$ cat src/rtl/mprj_enable_sequencer.sv
// Staged enable sequencer for the management/user-project boundary: groups rise in
// order with a settle gap, fall in reverse, and collapse at once on power loss.
module mprj_enable_sequencer #(
  parameter int NGROUPS = 4,
  parameter int SETTLE  = 8,
  parameter int CW      = $clog2(SETTLE + 1)
) (
  input  logic               wb_clk_i,
  input  logic               wb_rst_i,
  input  logic               en_req,
  input  logic               pwr_good,
  input  logic [NGROUPS-1:0] hi_i,
  output logic [NGROUPS-1:0] grp_en,
  output logic               ready,
  output logic               busy,
  output logic               fault,
  output logic [2:0]         dbg_state
);

  localparam int IW = (NGROUPS > 1) ? $clog2(NGROUPS) : 1;
  localparam logic [IW-1:0] LAST_IDX = IW'(NGROUPS - 1);
  localparam logic [CW-1:0] CNT_LAST = CW'(SETTLE - 1);

  typedef enum logic [2:0] {
    S_OFF       = 3'd0,
    S_WAIT_PG   = 3'd1,
    S_RAMP_UP   = 3'd2,
    S_ON        = 3'd3,
    S_RAMP_DOWN = 3'd4
  } state_t;

  state_t             r_state, w_state_d;
  logic [NGROUPS-1:0] r_en_q, w_en_d;
  logic [IW-1:0]      r_idx, w_idx_d;
  logic [CW-1:0]      r_cnt, w_cnt_d;
  logic               r_ready, w_ready_d;
  logic               r_fault, w_fault_d;
  logic               r_busy;
  logic               w_busy_d;
  logic               w_pwr_lost;

  always_ff @(posedge wb_clk_i) begin
    if (wb_rst_i) begin
      r_state <= S_OFF;
      r_en_q  <= '0;
      r_idx   <= '0;
      r_cnt   <= '0;
      r_ready <= 1'b0;
      r_fault <= 1'b0;
      r_busy  <= 1'b0;
    end else begin
      r_state <= w_state_d;
      r_en_q  <= w_en_d;
      r_idx   <= w_idx_d;
      r_cnt   <= w_cnt_d;
      r_ready <= w_ready_d;
      r_fault <= w_fault_d;
      r_busy  <= w_busy_d;
    end
  end

  // Power loss outranks every other transition while any enable may be active.
  assign w_pwr_lost = !pwr_good &&
                      ((r_state == S_RAMP_UP) || (r_state == S_ON) || (r_state == S_RAMP_DOWN));

  always_comb begin
    w_state_d = r_state;
    w_en_d    = r_en_q;
    w_idx_d   = r_idx;
    w_cnt_d   = r_cnt;
    w_ready_d = r_ready;
    w_fault_d = r_fault;
    if (w_pwr_lost) begin
      w_state_d = S_OFF;
      w_en_d    = '0;
      w_idx_d   = '0;
      w_cnt_d   = '0;
      w_ready_d = 1'b0;
      w_fault_d = 1'b1;
    end else begin
      case (r_state)
        S_OFF: begin
          if (!en_req)
            w_fault_d = 1'b0;
          else if (!r_fault)
            w_state_d = S_WAIT_PG;
        end
        S_WAIT_PG: begin
          if (!en_req) begin
            w_state_d = S_OFF;
          end else if (pwr_good) begin
            w_state_d = S_RAMP_UP;
            w_en_d[0] = 1'b1;
            w_idx_d   = '0;
            w_cnt_d   = '0;
          end
        end
        S_RAMP_UP, S_ON: begin
          // Dropping the request starts the descent from the highest enabled group.
          if (!en_req) begin
            w_state_d      = S_RAMP_DOWN;
            w_en_d[r_idx]  = 1'b0;
            w_ready_d      = 1'b0;
            w_cnt_d        = '0;
          end else if (r_state == S_RAMP_UP) begin
            if (r_cnt == CNT_LAST) begin
              if (r_idx < LAST_IDX) begin
                w_en_d[r_idx + 1'b1] = 1'b1;
                w_idx_d              = r_idx + 1'b1;
                w_cnt_d              = '0;
              end else begin
                w_state_d = S_ON;
                w_ready_d = 1'b1;
              end
            end else begin
              w_cnt_d = r_cnt + CW'(1);
            end
          end
        end
        S_RAMP_DOWN: begin
          // en_req is deliberately ignored until OFF is reached.
          if (r_cnt == CNT_LAST) begin
            w_cnt_d = '0;
            if (r_idx != '0) begin
              w_en_d[r_idx - 1'b1] = 1'b0;
              w_idx_d              = r_idx - 1'b1;
            end else begin
              w_state_d = S_OFF;
            end
          end else begin
            w_cnt_d = r_cnt + CW'(1);
          end
        end
        default: begin
          w_state_d = S_OFF;
          w_en_d    = '0;
          w_idx_d   = '0;
          w_cnt_d   = '0;
          w_ready_d = 1'b0;
        end
      endcase
    end
    w_busy_d = (w_state_d == S_WAIT_PG) || (w_state_d == S_RAMP_UP) ||
               (w_state_d == S_RAMP_DOWN);
  end

  assign grp_en    = r_en_q & hi_i;
  assign ready     = r_ready;
  assign busy      = r_busy;
  assign fault     = r_fault;
  assign dbg_state = r_state;

endmodule

$ cat config.mk
export PLATFORM = sky130hd
export DESIGN_NAME = mprj_enable_sequencer
export DESIGN_NICKNAME = d
export VERILOG_FILES = /design/src/rtl/mprj_enable_sequencer.sv
export SDC_FILE = /design/constraint.sdc
export NUM_CORES = 1
export LEC_CHECK = 0
export CORE_MARGIN = 2
export CORE_UTILIZATION = 50
export CTS_BUF_LIST = sky130_fd_sc_hd__clkbuf_4 sky130_fd_sc_hd__clkbuf_8
export CTS_CLUSTER_SIZE = 28
export DETAILED_ROUTE_END_ITERATION = 10
export PLACE_DENSITY_LB_ADDON = 0.25
export SLEW_MARGIN = 20
export SYNTH_ARGS = -nofsm -noshare
export SYNTH_HDL_FRONTEND = slang
export SYNTH_SLANG_ARGS = --single-unit
$ cat constraint.sdc
create_clock -name wb_clk_i -period 2.46 [get_ports wb_clk_i]
set_input_delay 0.369 -clock wb_clk_i [delete_from_list [all_inputs] [get_ports wb_clk_i]]
set_output_delay 0.369 -clock wb_clk_i [all_outputs]
set_load 0.1 [all_outputs]
==> flow_summary_export.csv, run 1 <==
group,metric,value,unit
hold_path,whs_path_depth,2,
clocking,clk_pin_slew,90,ps
timing,rsz0062_at_grt,"false",
pwr,cellPowerDensity,410.7,nW/um2
floorplan,num_rows,16,
placement,port_buffers,17,
cells_and_area,fillers,155,
cells_and_area,fin_area,1321,um2
floorplan,die_area,2515,um2
setup_path,worstPathMaxFanout,15,
logic_synthesis,synth-simple-area-share,29.14,%
pwr,p_sw,153.2,uW
pwr,ir_worst_vdd,286.5,uV
drt,via_per_inst,5.880,
timing,hold_viol_final,0,
cells_and_area,finalCoreUtilization,66.67,%
setup_path,r2r_slack,460,ps
clocking,cts_tree,"done",
timing,worstMarginPinSlew,576.3,ps
logic_synthesis,ys_async_sr_fraction,0,%
drt,dr.first_iter.drc_count,36,
placement,gp_congestion,0.8661,
clocking,cts_resized,0,
logic_synthesis,avgSynthCellArea,7.716,um2
pwr,p_clk_share,32.3,%
logic_synthesis,yosys.area.top_type,"dfxtp_1",
timing,fin_crit,2001,ps
pwr,leakagePower,0.4864,nW
drt,route.detailed.drc,0,
logic_synthesis,ys_seq_area_share,30.08,%
logic_synthesis,synth_compound_area_share,29.49,%
logic_synthesis,syn_inst,138,
timing,min_period_over_period,81.35,%
floorplan,initial_core_util,53.72,%
logic_synthesis,synth_top_area_share,30.08,%
drt,routedWlPerCell,13.17,um
hold_path,hold_end,"r_cnt[1]",
cells_and_area,instances_no_fill,183,
pwr,seq_power_share,50.1,%
global_routing,grt_pass1_vias,950,
logic_synthesis,synth_cell_types,43,
setup_path,reg2reg_to,"ready",
logic_synthesis,ys.flop_type,"dfxtp_1",
floorplan,die_y,50.15,um
logic_synthesis,synth_fa_ha_area_share,5.875,%
placement,dp_hpwl,1.770,mm
hold_path,min_from,"r_cnt[1]",
floorplan,pin_count,18,
global_routing,antenna_found_initial,0,
drt,wirelength,2.411,mm
logic_synthesis,synth_area,1065,um2
logic_synthesis,synth-edff-count,0,
floorplan,die_w,50.15,um
drt,drt-pass1-iter-count,4,
cells_and_area,syn2layout_area_growth,24.09,%
pwr,power.internal,389.4,uW
setup_path,endpoint_kind,"flip-flop",
floorplan,coreArea,1982,um2
cells_and_area,insertedDiodeCount,0,
setup_path,rr_worst_depth,5,
drt,vias,1076,
cells_and_area,layout_common_cells,"a21oi_1, nor2_1, dfxtp_1, nand2_1, buf_4",
timing,setup_tns,0,ps
logic_synthesis,synth.area.top_cells,"dfxtp_1, a21oi_1, nor2_1, ha_1, a211oi_1",
global_routing,overflow,0,
setup_path,crit_path_start_kind,"flip-flop",
pwr,power,542.6,uW
placement,dp.cells,179,
clocking,clock_tree.buffer_depth,2,
global_routing,grt_pass1_wl,4.084,mm
setup_path,crit_type,"reg -> reg",
pwr,combPwrFrac,17.7,%
global_routing,grt_max_degree,19,
timing,setup_violations,0,
clocking,cts_root_buffer,"clkbuf_4",
clocking,htree_levels,1,
timing,clock_skew,0.4314,ps
drt,drtAntennaViolNets,0,
setup_path,reg2reg_from,"dbg_state[2]",
clocking,post_cts_buffers,0,
clocking,numCtsBuffers,3,
clocking,clkSinkCount,16,
logic_synthesis,synth_top_family_by_area,"compound AO/OA/AOI/OAI gates",
global_routing,grt_usage,20.70,%
hold_path,worstHoldPathType,"reg -> reg",
setup_path,critPathRequiredTime,2650,ps
cells_and_area,layout.cells.most_common,"a21oi_1",
cells_and_area,drive_gt1_share,17.31,%
clocking,clock_latency,290,ps
cells_and_area,fin_nets,170,
pwr,p_sw_share,28.24,%
logic_synthesis,yosysWarnings,0,
clocking,cts_hold_buf,0,
timing,fmax,499.7,MHz
logic_synthesis,syn_nets,151,
logic_synthesis,ys_ff_latch,16,
placement,postPlaceCellArea,1285,um2
setup_path,cp.arrival,2190,ps
logic_synthesis,synthXorXnorAreaFrac,0,%
logic_synthesis,synthMuxAreaShare,0,%
run_status,status,"finished, final reports clean",
timing,relSlewSlack,61.53,%
run,drv_cap,0,
timing,slew_violations,0,
## routing by layer
layer,global-route usage [%],wire length [um],vias up
li1,-,-,536
met1,27.83,1151,496
met2,32.89,1042,35
met3,3.274,139,9
met4,8.333,78,0
met5,0,0,-
## stage by stage
stage          setup WS, ps  hold slack [ps]
2_1_floorplan         273.7            441.8
3_5_place_dp          225.0            467.2
4_1_cts               456.9            480.4
6_report              458.7            480.1
3_3_place_gp          274.3            462.8
5_1_grt               254.2            514.4
## worst max-delay path by stage
stage | from | end | slack (ps) | cells after the start
after CTS | dbg_state[2] | ready | 460 | 5
after detailed placement | en_req | r_cnt[2] | 230 | 6
after global placement | en_req | r_idx[0] | 270 | 6
after floorplan | dbg_state[2] | busy | 270 | 6
final | dbg_state[2] | ready | 460 | 5
after global routing | dbg_state[2] | r_cnt[3] | 250 | 5
## flip-flops by register name (all words and copies together) (netlist names)
signal     count
busy           1
dbg_state      3
fault          1
r_cnt          4
r_en_q         4
r_idx          2
ready          1
## layout make-up
type / count / area (um2) / area share [%]
clock buffer: 4 / 36.28 / 2.746
multi-input combinational: 110 / 686.9 / 51.99
inverter: 5 / 18.77 / 1.420
tap: 27 / 33.78 / 2.557
timing repair buffer: 21 / 225.2 / 17.05
sequential: 16 / 320.3 / 24.24
## cells by family (layout without fill, tap and decap cells)
| group | after synthesis | in the layout |
|---|---|---|
| AND/OR/NAND/NOR | 56 | 56 |
| AO/OA/AOI/OAI | 49 | 49 |
| flip-flops | 16 | 16 |
| adder cells (fa/ha/maj) | 5 | 5 |
| buffers and inverters | 12 | 30 |
## synthesized netlist by cell type (3+ instances only)
library cell / instances
inv_1: 4
dfxtp_1: 16
o21ai_0: 3
and2_1: 4
nor2_1: 18
a21oi_1: 24
a211oi_1: 7
ha_1: 5
nand2b_1: 3
nand2_1: 10
buf_2: 3
## worst max-delay path, cell delays in order (launching register included)
cell,delay [ps]
dfxtp_1,660
nor3b_1,350
nor2_1,140
o21bai_1,440
buf_4,240
a211oi_1,50
## power by group through the flow
stage               clock (mW)  sequential, mW  combinational (mW)
global placement             0           0.277              0.0936
floorplan                    0           0.295              0.0508
finish                   0.175           0.272              0.0958
detailed placement           0           0.278              0.0947
CTS                      0.180           0.272              0.0953
global route             0.188           0.273               0.103
(Power assumes the default switching activity.)
==> run 2: changes to the inputs <==
==> constraint.sdc (replaced) <==
create_clock -name wb_clk_i -period 2.01 [get_ports wb_clk_i]
set_input_delay 0.3015 -clock wb_clk_i [delete_from_list [all_inputs] [get_ports wb_clk_i]]
set_output_delay 0.3015 -clock wb_clk_i [all_outputs]
set_load 0.1 [all_outputs]
==> flow_summary_export.csv, run 2 (synthesized netlist as in run 1, its figures left out) <==
group,metric,value,unit
run_status,status,"finished, final reports clean",
pwr,cellPowerDensity,491.1,nW/um2
cells_and_area,fin_nets,178,
run,drv_cap,0,
setup_path,crit_type,"reg -> reg",
global_routing,grt_pass1_vias,1039,
floorplan,die_w,50.15,um
clocking,clkSinkCount,16,
floorplan,die_y,50.15,um
clocking,cts_root_buffer,"clkbuf_4",
cells_and_area,finalCoreUtilization,70.52,%
cells_and_area,syn2layout_area_growth,31.26,%
clocking,clock_latency,300,ps
timing,min_period_over_period,93.11,%
timing,fin_crit,1872,ps
floorplan,pin_count,18,
drt,wirelength,2.701,mm
cells_and_area,fin_area,1398,um2
drt,drt-pass1-iter-count,4,
timing,hold_viol_final,0,
setup_path,cp.arrival,2110,ps
timing,clock_skew,4.115,ps
placement,gp_congestion,0.8589,
cells_and_area,drive_gt1_share,23.17,%
setup_path,r2r_slack,140,ps
setup_path,worstPathMaxFanout,6,
drt,dr.first_iter.drc_count,33,
cells_and_area,layout.cells.most_common,"a21oi_1",
timing,setup_tns,0,ps
timing,relSlewSlack,73.20,%
setup_path,critPathRequiredTime,2250,ps
timing,worstMarginPinSlew,402.0,ps
setup_path,crit_path_start_kind,"flip-flop",
clocking,cts_tree,"done",
timing,rsz0062_at_grt,"false",
drt,drtAntennaViolNets,0,
global_routing,overflow,0,
placement,dp_hpwl,2.004,mm
global_routing,grt_usage,23.48,%
clocking,post_cts_buffers,0,
cells_and_area,instances_no_fill,191,
drt,vias,1128,
placement,port_buffers,17,
clocking,clock_tree.buffer_depth,2,
floorplan,coreArea,1982,um2
clocking,clk_pin_slew,100,ps
timing,setup_violations,0,
timing,fmax,534.3,MHz
hold_path,worstHoldPathType,"reg -> reg",
setup_path,endpoint_kind,"flip-flop",
drt,route.detailed.drc,0,
floorplan,die_area,2515,um2
placement,postPlaceCellArea,1361,um2
drt,routedWlPerCell,14.14,um
global_routing,antenna_found_initial,0,
cells_and_area,layout_common_cells,"a21oi_1, nor2_1, buf_4, dfxtp_1, nand2_1",
clocking,numCtsBuffers,3,
timing,slew_violations,0,
pwr,ir_worst_vdd,402.2,uV
floorplan,num_rows,16,
clocking,cts_resized,0,
floorplan,initial_core_util,53.72,%
clocking,cts_hold_buf,0,
placement,dp.cells,187,
clocking,htree_levels,1,
global_routing,grt_pass1_wl,4.471,mm
global_routing,grt_max_degree,19,
cells_and_area,insertedDiodeCount,0,
drt,via_per_inst,5.906,
pwr,leakagePower,0.5278,nW
run 2: changes by cell type in the layout (fill, tap and decap cells not counted):
cell     before  now
dfxtp_1      16   13
buf_4        10   17
dfxtp_2       0    3
buf_12        4    5
run 2: cell type report:
type	instances	area (um2)
Tap cell	27	33.78
Timing Repair Buffer	29	297.8
Clock buffer	4	36.28
Sequential cell	16	324.1
Fill cell	155	584.3
Multi-Input combinational cell	110	686.9
Inverter	5	18.77
run 2: worst max-delay path, cell delays in order, from the launching register on:
cell and delay, ps:
dfxtp_1 360, ha_1 280, and4b_1 250, o21ai_2 150, a211oi_2 130, or4b_1 490, a21oi_1 150
run 2: path summary, 6_finish.rpt:
kind	endpoint	cells past startpoint	startpoint
worst max-delay path	r_cnt[2]	6	r_idx[0]
worst min-delay path	r_cnt[1]	2	r_cnt[1]
worst max register to register	r_cnt[2]	6	r_idx[0]
worst min register to register	r_cnt[1]	2	r_cnt[1]
run 2: where the power goes:
part | internal (mW) | total [mW] | switching (mW)
combinational | 0.0530 | 0.129 | 0.0758
clock | 0.111 | 0.223 | 0.112
sequential | 0.323 | 0.335 | 0.0116
run 2: through the flow:
step | power (mW) | setup slack (ps) | hold slack (ps)
floorplan | 0.4230 | 185.2 | 369.7
global placement | 0.4662 | -8.727 | 459.9
detailed placement | 0.4690 | -34.37 | 470.8
CTS | 0.6908 | 147.9 | 484.6
finish | 0.6864 | 138.4 | 484.2
global route | 0.7140 | 29.10 | 513.9
run 2: routing by layer:
metal  part of all wire (%)  GRT usage, %  wire length (um)  vias to the layer above
met5                      0             0                 0                        -
met3                    5.5         4.167               149                        5
met4                    2.1         11.57                57                        0
met1                     44         28.09              1180                      528
li1                       -             -                 -                      552
met2                     49         40.13              1313                       43
